===== src/rtl/junction_phase_controller.sv =====
// ----------------------------------------------------------------------------
// junction_phase_controller
//
// Demand-actuated two-road junction controller. Both light heads follow the
// UK sequence (red, red+amber, green, amber) and the junction is handed
// between road A and road B on demand. Vehicle requests are latched into
// pending flags. A green is held between minimum and maximum bounds while the
// other road waits, and rests indefinitely when nobody else is waiting. All
// phase timing advances only on the external slow strobe `tick`.
//
// Optional feature macro: ALL_RED_EN
//   defined   : an all-red clearance (AR_AB / AR_BA, ALLRED_TICKS long) is
//               inserted after each amber.
//   undefined : amber leads straight to the other road's red+amber.
//
// Ports
//   clk      in   1  clock
//   rst      in   1  asynchronous, active-high reset
//   tick     in   1  timing strobe, one clk wide; timers advance only on it
//   req_a    in   1  vehicle present on road A (level)
//   req_b    in   1  vehicle present on road B (level)
//   lightsA  out  3  road A head {green,amber,red}
//   lightsB  out  3  road B head {green,amber,red}
//   phase    out  3  current FSM state (debug)
// ----------------------------------------------------------------------------
module junction_phase_controller #(
    parameter int GREEN_MIN    = 4,
    parameter int GREEN_MAX    = 10,
    parameter int AMBER_TICKS  = 3,
    parameter int RA_TICKS     = 2,
    parameter int ALLRED_TICKS = 2
) (
    input  logic       clk,
    input  logic       rst,
    input  logic       tick,
    input  logic       req_a,
    input  logic       req_b,
    output logic [2:0] lightsA,
    output logic [2:0] lightsB,
    output logic [2:0] phase
);

    localparam int TW = $clog2(GREEN_MAX + 1);

    // Timer values at which each phase ends (timer counts completed ticks).
    localparam logic [TW-1:0] GMIN_LAST = TW'(GREEN_MIN - 1);
    localparam logic [TW-1:0] GMAX_LAST = TW'(GREEN_MAX - 1);
    localparam logic [TW-1:0] AMB_LAST  = TW'(AMBER_TICKS - 1);
    localparam logic [TW-1:0] RA_LAST   = TW'(RA_TICKS - 1);
    localparam logic [TW-1:0] AR_LAST   = TW'(ALLRED_TICKS - 1);
    localparam logic [TW-1:0] TMR_ZERO  = TW'(0);
    localparam logic [TW-1:0] TMR_ONE   = TW'(1);

    // Light codes {green,amber,red}.
    localparam logic [2:0] L_GRN = 3'b100;
    localparam logic [2:0] L_AMB = 3'b010;
    localparam logic [2:0] L_RED = 3'b001;
    localparam logic [2:0] L_RA  = 3'b011;

    typedef enum logic [2:0] {
        A_GRN = 3'd0,
        A_AMB = 3'd1,
        AR_AB = 3'd2,
        B_RA  = 3'd3,
        B_GRN = 3'd4,
        B_AMB = 3'd5,
        AR_BA = 3'd6,
        A_RA  = 3'd7
    } state_e;

`ifdef ALL_RED_EN
    localparam state_e AFTER_A_AMB = AR_AB;
    localparam state_e AFTER_B_AMB = AR_BA;
`else
    localparam state_e AFTER_A_AMB = B_RA;
    localparam state_e AFTER_B_AMB = A_RA;
`endif

    // Head decode {lightsA, lightsB}; the road not named in a state is red.
    function automatic logic [5:0] head_decode(input state_e s);
        logic [5:0] heads;
        case (s)
            A_GRN:   heads = {L_GRN, L_RED};
            A_AMB:   heads = {L_AMB, L_RED};
            AR_AB:   heads = {L_RED, L_RED};
            B_RA:    heads = {L_RED, L_RA};
            B_GRN:   heads = {L_RED, L_GRN};
            B_AMB:   heads = {L_RED, L_AMB};
            AR_BA:   heads = {L_RED, L_RED};
            A_RA:    heads = {L_RA,  L_RED};
            default: heads = {L_RED, L_RED};
        endcase
        return heads;
    endfunction

    state_e          state_q, state_d;
    logic [TW-1:0]   timer_q, timer_d;
    logic            pend_a_q, pend_a_d;
    logic            pend_b_q, pend_b_d;
    logic [2:0]      lights_a_q, lights_b_q;
    logic [5:0]      heads_d;
    logic            a_green_done_s;
    logic            b_green_done_s;

    // A green yields only when the other road waits: at the max bound, or
    // past the min bound once its own traffic has stopped flowing.
    assign a_green_done_s = pend_b_q &&
                            ((timer_q == GMAX_LAST) || ((timer_q >= GMIN_LAST) && !req_a));
    assign b_green_done_s = pend_a_q &&
                            ((timer_q == GMAX_LAST) || ((timer_q >= GMIN_LAST) && !req_b));

    // Next-state logic: all transitions happen only on a tick.
    always_comb begin
        state_d = state_q;
        if (tick) begin
            case (state_q)
                A_GRN:   state_d = a_green_done_s       ? A_AMB       : A_GRN;
                A_AMB:   state_d = (timer_q == AMB_LAST) ? AFTER_A_AMB : A_AMB;
                AR_AB:   state_d = (timer_q == AR_LAST)  ? B_RA        : AR_AB;
                B_RA:    state_d = (timer_q == RA_LAST)  ? B_GRN       : B_RA;
                B_GRN:   state_d = b_green_done_s       ? B_AMB       : B_GRN;
                B_AMB:   state_d = (timer_q == AMB_LAST) ? AFTER_B_AMB : B_AMB;
                AR_BA:   state_d = (timer_q == AR_LAST)  ? A_RA        : AR_BA;
                A_RA:    state_d = (timer_q == RA_LAST)  ? A_GRN       : A_RA;
                default: state_d = A_GRN;
            endcase
        end else begin
            state_d = state_q;
        end
    end

    // Phase timer: restarts on every state change, saturates so a resting
    // green can still be measured against the max bound.
    always_comb begin
        timer_d = timer_q;
        if (state_d != state_q) begin
            timer_d = TMR_ZERO;
        end else if (tick && (timer_q != GMAX_LAST)) begin
            timer_d = timer_q + TMR_ONE;
        end else begin
            timer_d = timer_q;
        end
    end

    // Request latches: entering a road's green clears its flag and beats a
    // same-cycle request; a request during its own green means "still flowing".
    always_comb begin
        pend_a_d = pend_a_q;
        pend_b_d = pend_b_q;
        if ((state_d == A_GRN) && (state_q != A_GRN)) begin
            pend_a_d = 1'b0;
        end else if (req_a && (state_q != A_GRN)) begin
            pend_a_d = 1'b1;
        end else begin
            pend_a_d = pend_a_q;
        end
        if ((state_d == B_GRN) && (state_q != B_GRN)) begin
            pend_b_d = 1'b0;
        end else if (req_b && (state_q != B_GRN)) begin
            pend_b_d = 1'b1;
        end else begin
            pend_b_d = pend_b_q;
        end
    end

    // Heads are decoded from the next state and registered, so they change
    // on the same edge as the state and never see the request inputs directly.
    always_comb begin
        heads_d = head_decode(state_d);
    end

    // State, timer, pending flags and registered light heads.
    always_ff @(posedge clk or posedge rst) begin
        if (rst) begin
            state_q    <= A_GRN;
            timer_q    <= TMR_ZERO;
            pend_a_q   <= 1'b0;
            pend_b_q   <= 1'b0;
            lights_a_q <= L_GRN;
            lights_b_q <= L_RED;
        end else begin
            state_q    <= state_d;
            timer_q    <= timer_d;
            pend_a_q   <= pend_a_d;
            pend_b_q   <= pend_b_d;
            lights_a_q <= heads_d[5:3];
            lights_b_q <= heads_d[2:0];
        end
    end

    assign lightsA = lights_a_q;
    assign lightsB = lights_b_q;
    assign phase   = state_q;

endmodule

===== config.mk =====
export PLATFORM = sky130hd
export DESIGN_NAME = junction_phase_controller
export DESIGN_NICKNAME = d
export VERILOG_FILES = /design/src/rtl/junction_phase_controller.sv
export SDC_FILE = /design/constraint.sdc
export NUM_CORES = 1
export LEC_CHECK = 0
export CORE_MARGIN = 2
export CORE_UTILIZATION = 46
export CTS_CLUSTER_SIZE = 10
export DETAILED_ROUTE_END_ITERATION = 7
export PLACE_DENSITY = 0.77
export SLEW_MARGIN = 10
export SYNTH_ARGS = -nofsm -noshare
export SYNTH_HDL_FRONTEND = slang
export SYNTH_SLANG_ARGS = --single-unit

===== constraint.sdc =====
create_clock -name clk -period 1.75 [get_ports clk]
set_clock_uncertainty 0.15 [all_clocks]
set_input_delay 0.525 -clock clk [delete_from_list [all_inputs] [get_ports clk]]
set_output_delay 0.525 -clock clk [all_outputs]
set_load 0.01 [all_outputs]

== Word level (Yosys, flattened, before mapping) ==
Memory sizes are Yosys's and may differ from the RTL's. A register that Yosys moved wholly into a read port is not among the register bits.
Cells that the tools add are included.
Widths: inputs -> output; s select.

* Bits in read-only memories: 48
* Word-level logic and storage cells: 56
* Output and inout port bits: 9
* Register bits: 9
* Memories: 1

{| class="wikitable"
|+ Memories
! memory !! words !! width !! rd ports !! clocked after memory_dff !! wr ports !! line !! text
|-
| (no name shown) || 8 || 6 || 1 || 1 || 0 || 82 || <nowiki>case (s)</nowiki>
|}

* $lt $le $gt $ge: 1
* Reductions and logical operators: 19
* Mux-type cells: 16
* Equal/unequal tests: 14
* $add $sub $neg: 1

{| class="wikitable"
|+ Operators with widths
! operator !! count
|-
| $pmux 3 s8 || 1
|-
| $eq 3x3->1 const B || 5
|-
| $logic_and 1x1->1 || 9
|-
| $mux 3 || 3
|-
| $mux 1 || 8
|-
| $mux 4 || 2
|-
| $eq 3x2->1 const B || 2
|-
| $logic_not 3->1 || 2
|-
| $reduce_bool 2->1 || 3
|-
| $add 4x1->4 const B || 1
|-
| $eq 4x1->1 const B || 1
|-
| $eq 4x2->1 const B || 1
|-
| $eq 4x4->1 const B || 1
|-
| $ge 4x2->1 const B || 1
|-
| $mux 2 || 2
|-
| $ne 4x4->1 const B || 1
|-
| $eq 3x1->1 const B || 1
|-
| $ne 3x3->1 || 1
|-
| $ne 3x3->1 const B || 1
|-
| $reduce_bool 3->1 || 1
|-
| $logic_not 1->1 || 2
|-
| $logic_or 1x1->1 || 2
|}

== Longest topological paths before layout ==
Gate-level depths: netlist (run 1).

* Word-level depth: 10
* Depth in mapped cells: 8

== Worst setup path before layout (run 1) ==
No wires, ideal clock.

* Path kind: flip-flop to flip-flop
* Start: reg timer_q[1]
* End: reg lights_b_q[2] (netlist: lightsB[2])
* Arrival time: 1527 ps
* Required time: 1478 ps
* Library setup time: 122 ps
* Period minus slack after synthesis: 1799 ps
* Path slack: -49 ps
* Buffers on the path: 1
* Cell stages (with the launch flop): 9
* Cell sequence: dfrtp_1 -> inv_1 -> ha_1 -> and4bb_1 -> and3_2 -> buf_4 -> and2b_1 -> o22ai_1 -> nor2_1

* Word-level cells in the longest chain between the ends: 7
* Elaborated cells on any way between the ends: 20
* Classes of those cells: order compare: 1; eq/ne: 3; mux: 10; reduce/logical: 6

{| class="wikitable"
|+ Ends and longest elaborated chain
! what !! line !! text
|-
| from (decl) || 97 || <nowiki>logic [TW-1:0] timer_q, timer_d;</nowiki>
|-
| from (signal assigned) || 183 || <nowiki>timer_q <= timer_d;</nowiki>
|-
| $ge 4x2->1 || 108, 110 ||
|-
| $logic_and 1x1->1, on equally long branches || 110, 108 ||
|-
| $logic_or 1x1->1, on equally long branches || 110, 108 ||
|-
| $logic_and 1x1->1, on equally long branches || 109, 107 ||
|-
| $mux 1, on equally long branches || 121, 117 ||
|-
| $pmux 3 s8 (*) || 116 || <nowiki>case (state_q)</nowiki>
|-
| $mux 3 (*) || 115 || <nowiki>if (tick) begin</nowiki>
|-
| to (decl) || 100 || <nowiki>logic [2:0] lights_a_q, lights_b_q;</nowiki>
|}

Every way passes the cells marked *; elsewhere a longest branch is shown, timed or not.
A chain may end at the register's enable or synchronous reset.

== Worst setup path in the final report (run 1) ==
* Start: reg timer_q[1]
* End: reg lights_b_q[1] (netlist: lightsB[1])

Same word-level chain as after synthesis.

==> results of run 1 <==
[power groups by stage]
stage               clock network (uW)  registers (uW)  logic, uW
floorplan                            0             627        607
global placement                     0             584       1050
detailed placement                   0             591       1080
CTS                                207             575       1150
global route                       216             594       1300
finish                             205             577       1200
[layer usage]
layer | vias up | wire length, um
met3 | 7 | 76
met5 | - | 0
met1 | 374 | 854
met2 | 29 | 984
li1 | 367 | -
met4 | 0 | 70
[per-stage QoR]
step	cells	setup WS (ns)	hold slack (ns)	TNS, ns
after global routing	142	-0.1806	0.4242	-1.221
after detailed placement	135	-0.3465	0.3851	-2.982
after floorplan	87	0.001932	0.2750	0
after global placement	135	-0.3014	0.3548	-2.409
after CTS	142	-0.08410	0.3942	-0.2843
final	142	-0.1003	0.3842	-0.4681
[state kept, by name (all words and copies together), names as in the netlist]
name,flops
phase,3
pend_b_q,1
lightsA,3
lightsB,3
timer_q,4
pend_a_q,1
[final cells by class]
class	count	area, um^2
Clock buffer	3	22.52
Clock inverter	1	5.005
Fill cell	127	544.3
Inverter	6	22.52
Multi-Input combinational cell	62	491.7
Sequential cell	15	379.1
Tap cell	25	31.28
Timing Repair Buffer	30	249.0
[timing repair]
item | in CTS | in global routing
buffers inserted | 3 | 0
resized for setup | 20 | 4
pin swaps | 5 | 4
endpoints found under the setup margin | 18 | 11
[logic make-up after synthesis]
logic type | Yosys count
fa+ha+maj | 3
compound gates | 23
simple gates | 32
mux | 2
xor+xnor | 2
flops | 15
buf+inv | 10
[worst max-delay path, stage by stage, from the launching register on]
cell and delay [ns]:
dfrtp_1 0.43, inv_2 0.08, ha_4 0.13, and4bb_1 0.25, o21bai_4 0.15, o311ai_4 0.13
a32o_2 0.30, nor3b_2 0.15
[cell usage in the layout (no fill, tap or decap), drive strengths merged]
cell type | Yosys | layout
nand2 | 6 | 6
a21oi | 9 | 9
a211oi | 1 | 1
and4bb | 1 | 1
xnor2 | 1 | 1
inv | 6 | 6
o2111ai | 1 | 1
a32o | 1 | 1
o22ai | 1 | 1
and2b | 1 | 1
o311ai | 1 | 1
nand3 | 2 | 2
nand2b | 1 | 1
nor2b | 2 | 2
ha | 3 | 3
nor2 | 10 | 10
clkdlybuf4s15 | 0 | 2
a311oi | 1 | 1
nor3b | 2 | 2
o21bai | 1 | 1
and3 | 1 | 1
buf | 3 | 17
xor2 | 1 | 1
nor3 | 4 | 4
mux2i | 2 | 2
dfrtp | 13 | 13
dfstp | 2 | 2
a41oi | 1 | 1
a21o | 1 | 1
clkinv | 0 | 1
o21ai | 3 | 3
or2 | 1 | 1
clkdlybuf4s50 | 0 | 4
dlygate4sd2 | 0 | 7
clkbuf | 1 | 3
or3 | 1 | 1
a31oi | 2 | 2
[final timing paths]
kind	start	endpoint	cells after the start
max in group asynchronous	rst	lightsB[0]	3
setup / recovery	timer_q[1]	lightsB[1]	7
hold / removal	rst	lightsB[2]	3
setup reg to reg	timer_q[1]	lightsB[1]	7
hold reg to reg	pend_a_q	pend_a_q	2
min in group clk	pend_a_q	pend_a_q	2
==> metrics.log, run 1 <==
[metrics] cell taking the most area after synthesis: dfrtp_1
[metrics] max-slew violation total from the final report: 0
[metrics] starting DRC count in detailed routing: 31
[metrics] Initial DRT Pass Iterations: 4
[metrics] Post-Synthesis Net Count: 95
[metrics] Routed Antenna Nets: 0
[metrics] count of mapped cells out of synthesis: between 80 and 90
[metrics] Initial Util: just under 50%
[metrics] internal power contribution: roughly 1200 uW
[metrics] Die Wd: about 47 um
[metrics] buffer depth of the longest clock path: 2
[metrics] net switching share of the total power: 41.31%
[metrics] commonest cells in the synthesized netlist: dfrtp_1 (13), nor2_1 (10), a21oi_1 (9)
[metrics] xor/xnor cell area share of the yosys netlist: under 10%
[metrics] number of global-route vias before repair: approximately 740
[metrics] share of the synthesized area in compound gates (AO/OA/AOI/OAI): about a fifth
[metrics] number of top-level pins: 14
[metrics] cell area after layout: 1201 um^2
[metrics] routed wire length per instance: approximately 14 um
[metrics] Total Power Consumption: roughly 2000 uW
[metrics] power dissipated by switching net loads: ~820 uW
[metrics] total wire length: slightly below 2000 um
[metrics] most area-consuming cells after synthesis: dfrtp_1 (38%), dfstp_2 (6.1%), a21oi_1 (5.2%)
[metrics] number of warning messages in the yosys log: 0
[metrics] Clock Tree Root: clkbuf_4
[metrics] clock transition at the register clock pins on the worst setup and hold paths after CTS: approximately 0.090 ns
[metrics] share of the clock period used by the worst path: 105.7%
[metrics] flip-flop and latch count after synthesis: 15
[metrics] final HPWL from detailed placement: 1440 um
[metrics] clock network fraction of total power: 10.4%
[metrics] post-synthesis sequential area ratio: a little over two fifths
[metrics] Placement Rows: 15
[metrics] Critical Setup Path Class: register to register
[metrics] Core Box Area: around 1700 um^2
[metrics] cell area after placement: between 1000 and 1500 um^2
[metrics] drt drc: 0
[metrics] # setup viols final: 8
[metrics] unrepaired setup endpoints after global routing: true
[metrics] CTS tree: yes
[metrics] overall track demand over capacity in global routing: between 20% and 30%
[metrics] largest net degree at the start of global routing: 16
[metrics] Final Wtd Congestion: about 0.92
[metrics] required time of the critical path: ~1.8 ns
[metrics] setup slack after layout: -0.1003 ns
[metrics] post-synthesis mux area share: under 10%
[metrics] antenna violations before repair: 0
[metrics] run status: finished with violations
[metrics] share of the core filled with cells: 68.82%
[metrics] actual transition at the worst max-transition pin: between 0.2 and 0.3 ns
[metrics] met2 track utilization from global routing: 35.41%
[metrics] adder and majority gate portion of the synthesized area: ~4.4%
[metrics] global routing's busiest layer: met2
[metrics] total gr overflow: 0
[metrics] # diodes: 0
[metrics] power per unit of standard cell area: around 1600 nW/um^2
[metrics] share of final-layout standard cells stronger than drive strength 1: 34.19%
[metrics] share of the synthesized area in the top cell type: between 30% and 40%
[metrics] area of the mapped netlist: approximately 860 um^2
[metrics] synthesized-area fraction occupied by and/or/nand/nor cells: 20.82%
[metrics] count of flip-flops with a built-in enable after synthesis: 0
[metrics] Via density: around 5.5
[metrics] minimum clock period after layout: roughly 1.9 ns
[metrics] Post-Synthesis Mean Instance Area: slightly below 10 um^2
[metrics] sequential fraction of design power: a little under 30%
[metrics] relative slew slack: roughly 80%
[metrics] share of flip-flops with an asynchronous set or reset: 100.0%
[metrics] Die ar.: 2230 um^2
[metrics] cell with the most instances after synthesis: dfrtp_1
[metrics] Main synth FF type: dfrtp_1
[metrics] number of buffers created by CTS: 3
[metrics] kind of launch point of the worst setup path: register
[metrics] CTS sink cnt: 15
[metrics] Max rail drop VDD: 0.001031 V
[metrics] main combinational cell family by area after synthesis: simple AND/OR/NAND/NOR gates
[metrics] Die Span Y: ~47 um
[metrics] maximum achievable frequency: around 540 MHz
[metrics] Syn-to-layout area delta: 39.74%
[metrics] first-pass GRT wire length: 3160 um
[metrics] data arrival time at the worst-slack endpoint: approximately 1.9 ns
[metrics] number of library cell types mapped by synthesis: 35
[metrics] Worst Path Max Fanout: 4
[metrics] type of element capturing the critical path: register
[metrics] violated checks: setup timing
[metrics] R2R setup slack: -0.10 ns
[metrics] hold crit path type: input port to async pin
[metrics] count of buffers from port buffering: 13
[metrics] hold buffers post-CTS: 0
[metrics] total via count in the routed design: 777
[metrics] met3 track demand over resource: 1.154%
[metrics] H-tree depth: 1
[metrics] post-layout net count: 126
[metrics] global routing usage on met1: ~25%
[metrics] later-pin clock latency in the skew report: about 0.29 ns
[metrics] Hold Fails Final Rpt: 0
[metrics] leakage dissipation: roughly 0.00054 uW
[metrics] combinational fraction of design power: between 60% and 70%
[metrics] Max-cap violations: 0
Power figures use the tool's default switching activity.
==> run 2, diff against run 1 <==
--- a/config.mk
+++ b/config.mk
@@ -9,6 +9,7 @@
 export CORE_UTILIZATION = 46
 export CTS_CLUSTER_SIZE = 10
 export DETAILED_ROUTE_END_ITERATION = 7
+export MAX_ROUTING_LAYER = met4
 export PLACE_DENSITY = 0.77
 export SLEW_MARGIN = 10
 export SYNTH_ARGS = -nofsm -noshare
==> results of run 2 <==
The final DEF is identical to that of run 1; final timing and power are the same.
Among the figures that moved: final weighted congestion in routability-driven placement 0.9181 -> 0.9342; overall routing resource usage 21.15% -> 21.83%
==> run 3, diff against run 2 <==
--- a/config.mk
+++ b/config.mk
@@ -11,7 +11,7 @@
 export DETAILED_ROUTE_END_ITERATION = 7
 export MAX_ROUTING_LAYER = met4
 export PLACE_DENSITY = 0.77
-export SLEW_MARGIN = 10
+export SLEW_MARGIN = 20
 export SYNTH_ARGS = -nofsm -noshare
 export SYNTH_HDL_FRONTEND = slang
 export SYNTH_SLANG_ARGS = --single-unit
==> constraint.sdc (replaced) <==
create_clock -name clk -period 1.75 [get_ports clk]
set_clock_uncertainty 0.15 [all_clocks]
set_input_delay 0.2625 -clock clk [delete_from_list [all_inputs] [get_ports clk]]
set_output_delay 0.2625 -clock clk [all_outputs]
set_load 0.01 [all_outputs]
==> run 3 against run 2 <==
Flip-flop and latch count did not move. The run still ends with setup timing left. Clock power up 4%. Sequential power up 3.6%.
==> metrics.log, run 3 (synthesis results as in run 1) <==
[metrics] Die ar.: 2230 um^2
[metrics] Critical Path Source: timer_q[0]
[metrics] first-pass GRT wire length: between 3000 and 4000 um
[metrics] Placement Rows: 15
[metrics] # diodes: 0
[metrics] cell area after placement: between 1000 and 1500 um^2
[metrics] drt drc: 0
[metrics] Worst Path Max Fanout: 3
[metrics] minimum clock period after layout: approximately 1.9 ns
[metrics] Largest Register: timer_q
[metrics] Critical Setup Path Class: register to register
[metrics] share of final-layout standard cells stronger than drive strength 1: about two fifths
[metrics] post-layout net count: around 130
[metrics] launch point of the worst reg-to-reg path: timer_q[0]
[metrics] Core Box Area: between 1500 and 2000 um^2
[metrics] cell area after layout: approximately 1200 um^2
[metrics] clock transition at the register clock pins on the worst setup and hold paths after CTS: around 0.1 ns
[metrics] global routing usage on met1: a little over a quarter
[metrics] required time of the critical path: around 1.8 ns
[metrics] top library cells by usage in the layout, fill and taps aside: buf_4 (15), dfrtp_1 (12), clkdlybuf4s50_1 (11), nor2_1 (9), nand2_1 (6)
[metrics] Crit path largest cell delay: 0.45 ns
[metrics] relative slew slack: 63.42%
[metrics] Die Span Y: approximately 47 um
[metrics] Max-cap violations: 0
[metrics] violated checks: setup timing
[metrics] Via density: approximately 5.7
[metrics] total gr overflow: 0
[metrics] hold crit path type: input port to async pin
[metrics] hold buffers post-CTS: 0
[metrics] actual transition at the worst max-transition pin: approximately 0.55 ns
[metrics] Hold Fails Final Rpt: 0
[metrics] kind of launch point of the worst setup path: register
[metrics] capture point of the critical path: timer_q[1]
[metrics] largest net degree at the start of global routing: 16
[metrics] Cells after DPL: approximately 140
[metrics] unrepaired setup endpoints after global routing: true
[metrics] power per unit of standard cell area: approximately 1700 nW/um^2
[metrics] type of element capturing the critical path: register
[metrics] leakage dissipation: 0.0005246 uW
[metrics] Initial DRT Pass Iterations: 4
[metrics] Final Wtd Congestion: a little under 1
[metrics] commonest non-fill, non-tap cell in the layout: buf_4
[metrics] post-placement setup slack: -0.1165 ns
[metrics] global routing's busiest layer: met2
[metrics] number of top-level pins: 14
[metrics] Max rail drop VDD: just under 0.001 V
[metrics] buffer depth of the longest clock path: 2
[metrics] final HPWL from detailed placement: between 1000 and 1500 um
[metrics] starting DRC count in detailed routing: 33
[metrics] total wire length: about 2300 um
[metrics] worst-case hold slack: approximately 0.15 ns
[metrics] maximum achievable frequency: around 530 MHz
[metrics] number of global-route vias before repair: about 680
[metrics] run status: finished with violations
[metrics] later-pin clock latency in the skew report: roughly 0.30 ns
[metrics] Crit-path slowest cell: dfrtp_2
[metrics] max-slew violation total from the final report: 0
[metrics] Routed Antenna Nets: 0
[metrics] R2R setup slack: -0.13 ns
[metrics] met3 track demand over resource: under 10%
[metrics] # setup viols final: 9
[metrics] share of the clock period used by the worst path: 107.5%
[metrics] Die Wd: between 40 and 50 um
[metrics] count of buffers from port buffering: 13
[metrics] CTS tree: yes
[metrics] H-tree depth: 1
[metrics] met2 track utilization from global routing: 30.27%
[metrics] data arrival time at the worst-slack endpoint: slightly below 2 ns
[metrics] depth of the most critical reg-to-reg path: 6
[metrics] CTS sink cnt: 15
[metrics] end of the worst register-to-register path: timer_q[1]
[metrics] total via count in the routed design: between 800 and 900
[metrics] Final Instance Count excl. Fillers: 142
[metrics] routed wire length per instance: 16.20 um
[metrics] number of buffers created by CTS: 3
[metrics] number of flip-flops under the largest register name: 4
[metrics] antenna violations before repair: 0
[metrics] fill cell total of the finished layout: approximately 110
[metrics] Syn-to-layout area delta: 44.40%
[metrics] overall track demand over capacity in global routing: 21.49%
[metrics] Initial Util: 49.25%
[metrics] list of cells traversed by the critical path: ha_2 > nor2_4 > nor3b_2 > o311ai_4 > a31oi_4 > a311oi_2
[metrics] setup slack after layout: -0.1309 ns
[metrics] Clock Tree Root: clkbuf_4
## run 3: critical path: cells and delay by family, from the launching register on
family	cells	cell delay (ns)
AOI/OAI and AO/OA	3	0.77
DFF	1	0.45
adders and majority gates	1	0.22
and+or+nand+nor	2	0.21
## run 3: worst min path at each step
stage,start,endpoint,cells after the start
2_1_floorplan,rst,lightsA[0],1
3_3_place_gp,pend_a_q,pend_a_q,2
3_5_place_dp,pend_b_q,pend_b_q,2
4_1_cts,rst,lightsB[2],2
5_1_grt,rst,timer_q[3],2
6_report,rst,timer_q[3],2
## run 3: power by group
group	internal, uW	switching (uW)
registers	491	108
logic	682	670
clock network	89.0	124
total	1260	902
## run 3: routing by layer
metal	vias to the layer above	wire, um
li1	368	-
met1	393	986
met2	32	1122
met3	13	97
met4	0	94
met5	-	0
## run 3: area by class of cell
cell class	count	area, um^2	area share [%]
clock buffers	4	26.28	2.117
inverters	6	22.52	1.815
flip-flops and latches	15	379.1	30.54
multi-input cells	62	519.2	41.83
repair buffers	30	262.8	21.17
well taps	25	31.28	2.520
## run 3: per-stage QoR
stage	utilization [%]	TNS, ns	total power [uW]
global route	71.11	-1.534	2287
finish	71.11	-0.6804	2164
CTS	66.38	-0.6363	1941
global placement	63.44	-0.2530	1660
detailed placement	63.44	-0.7671	1694
floorplan	-	0	1234
## run 3: timing repair
| action | in CTS | in global routing |
|---|---|---|
| buffers inserted | 2 | 1 |
| resized for setup | 7 | 20 |
| setup endpoints to repair | 11 | 15 |
| pin swaps | 3 | 16 |
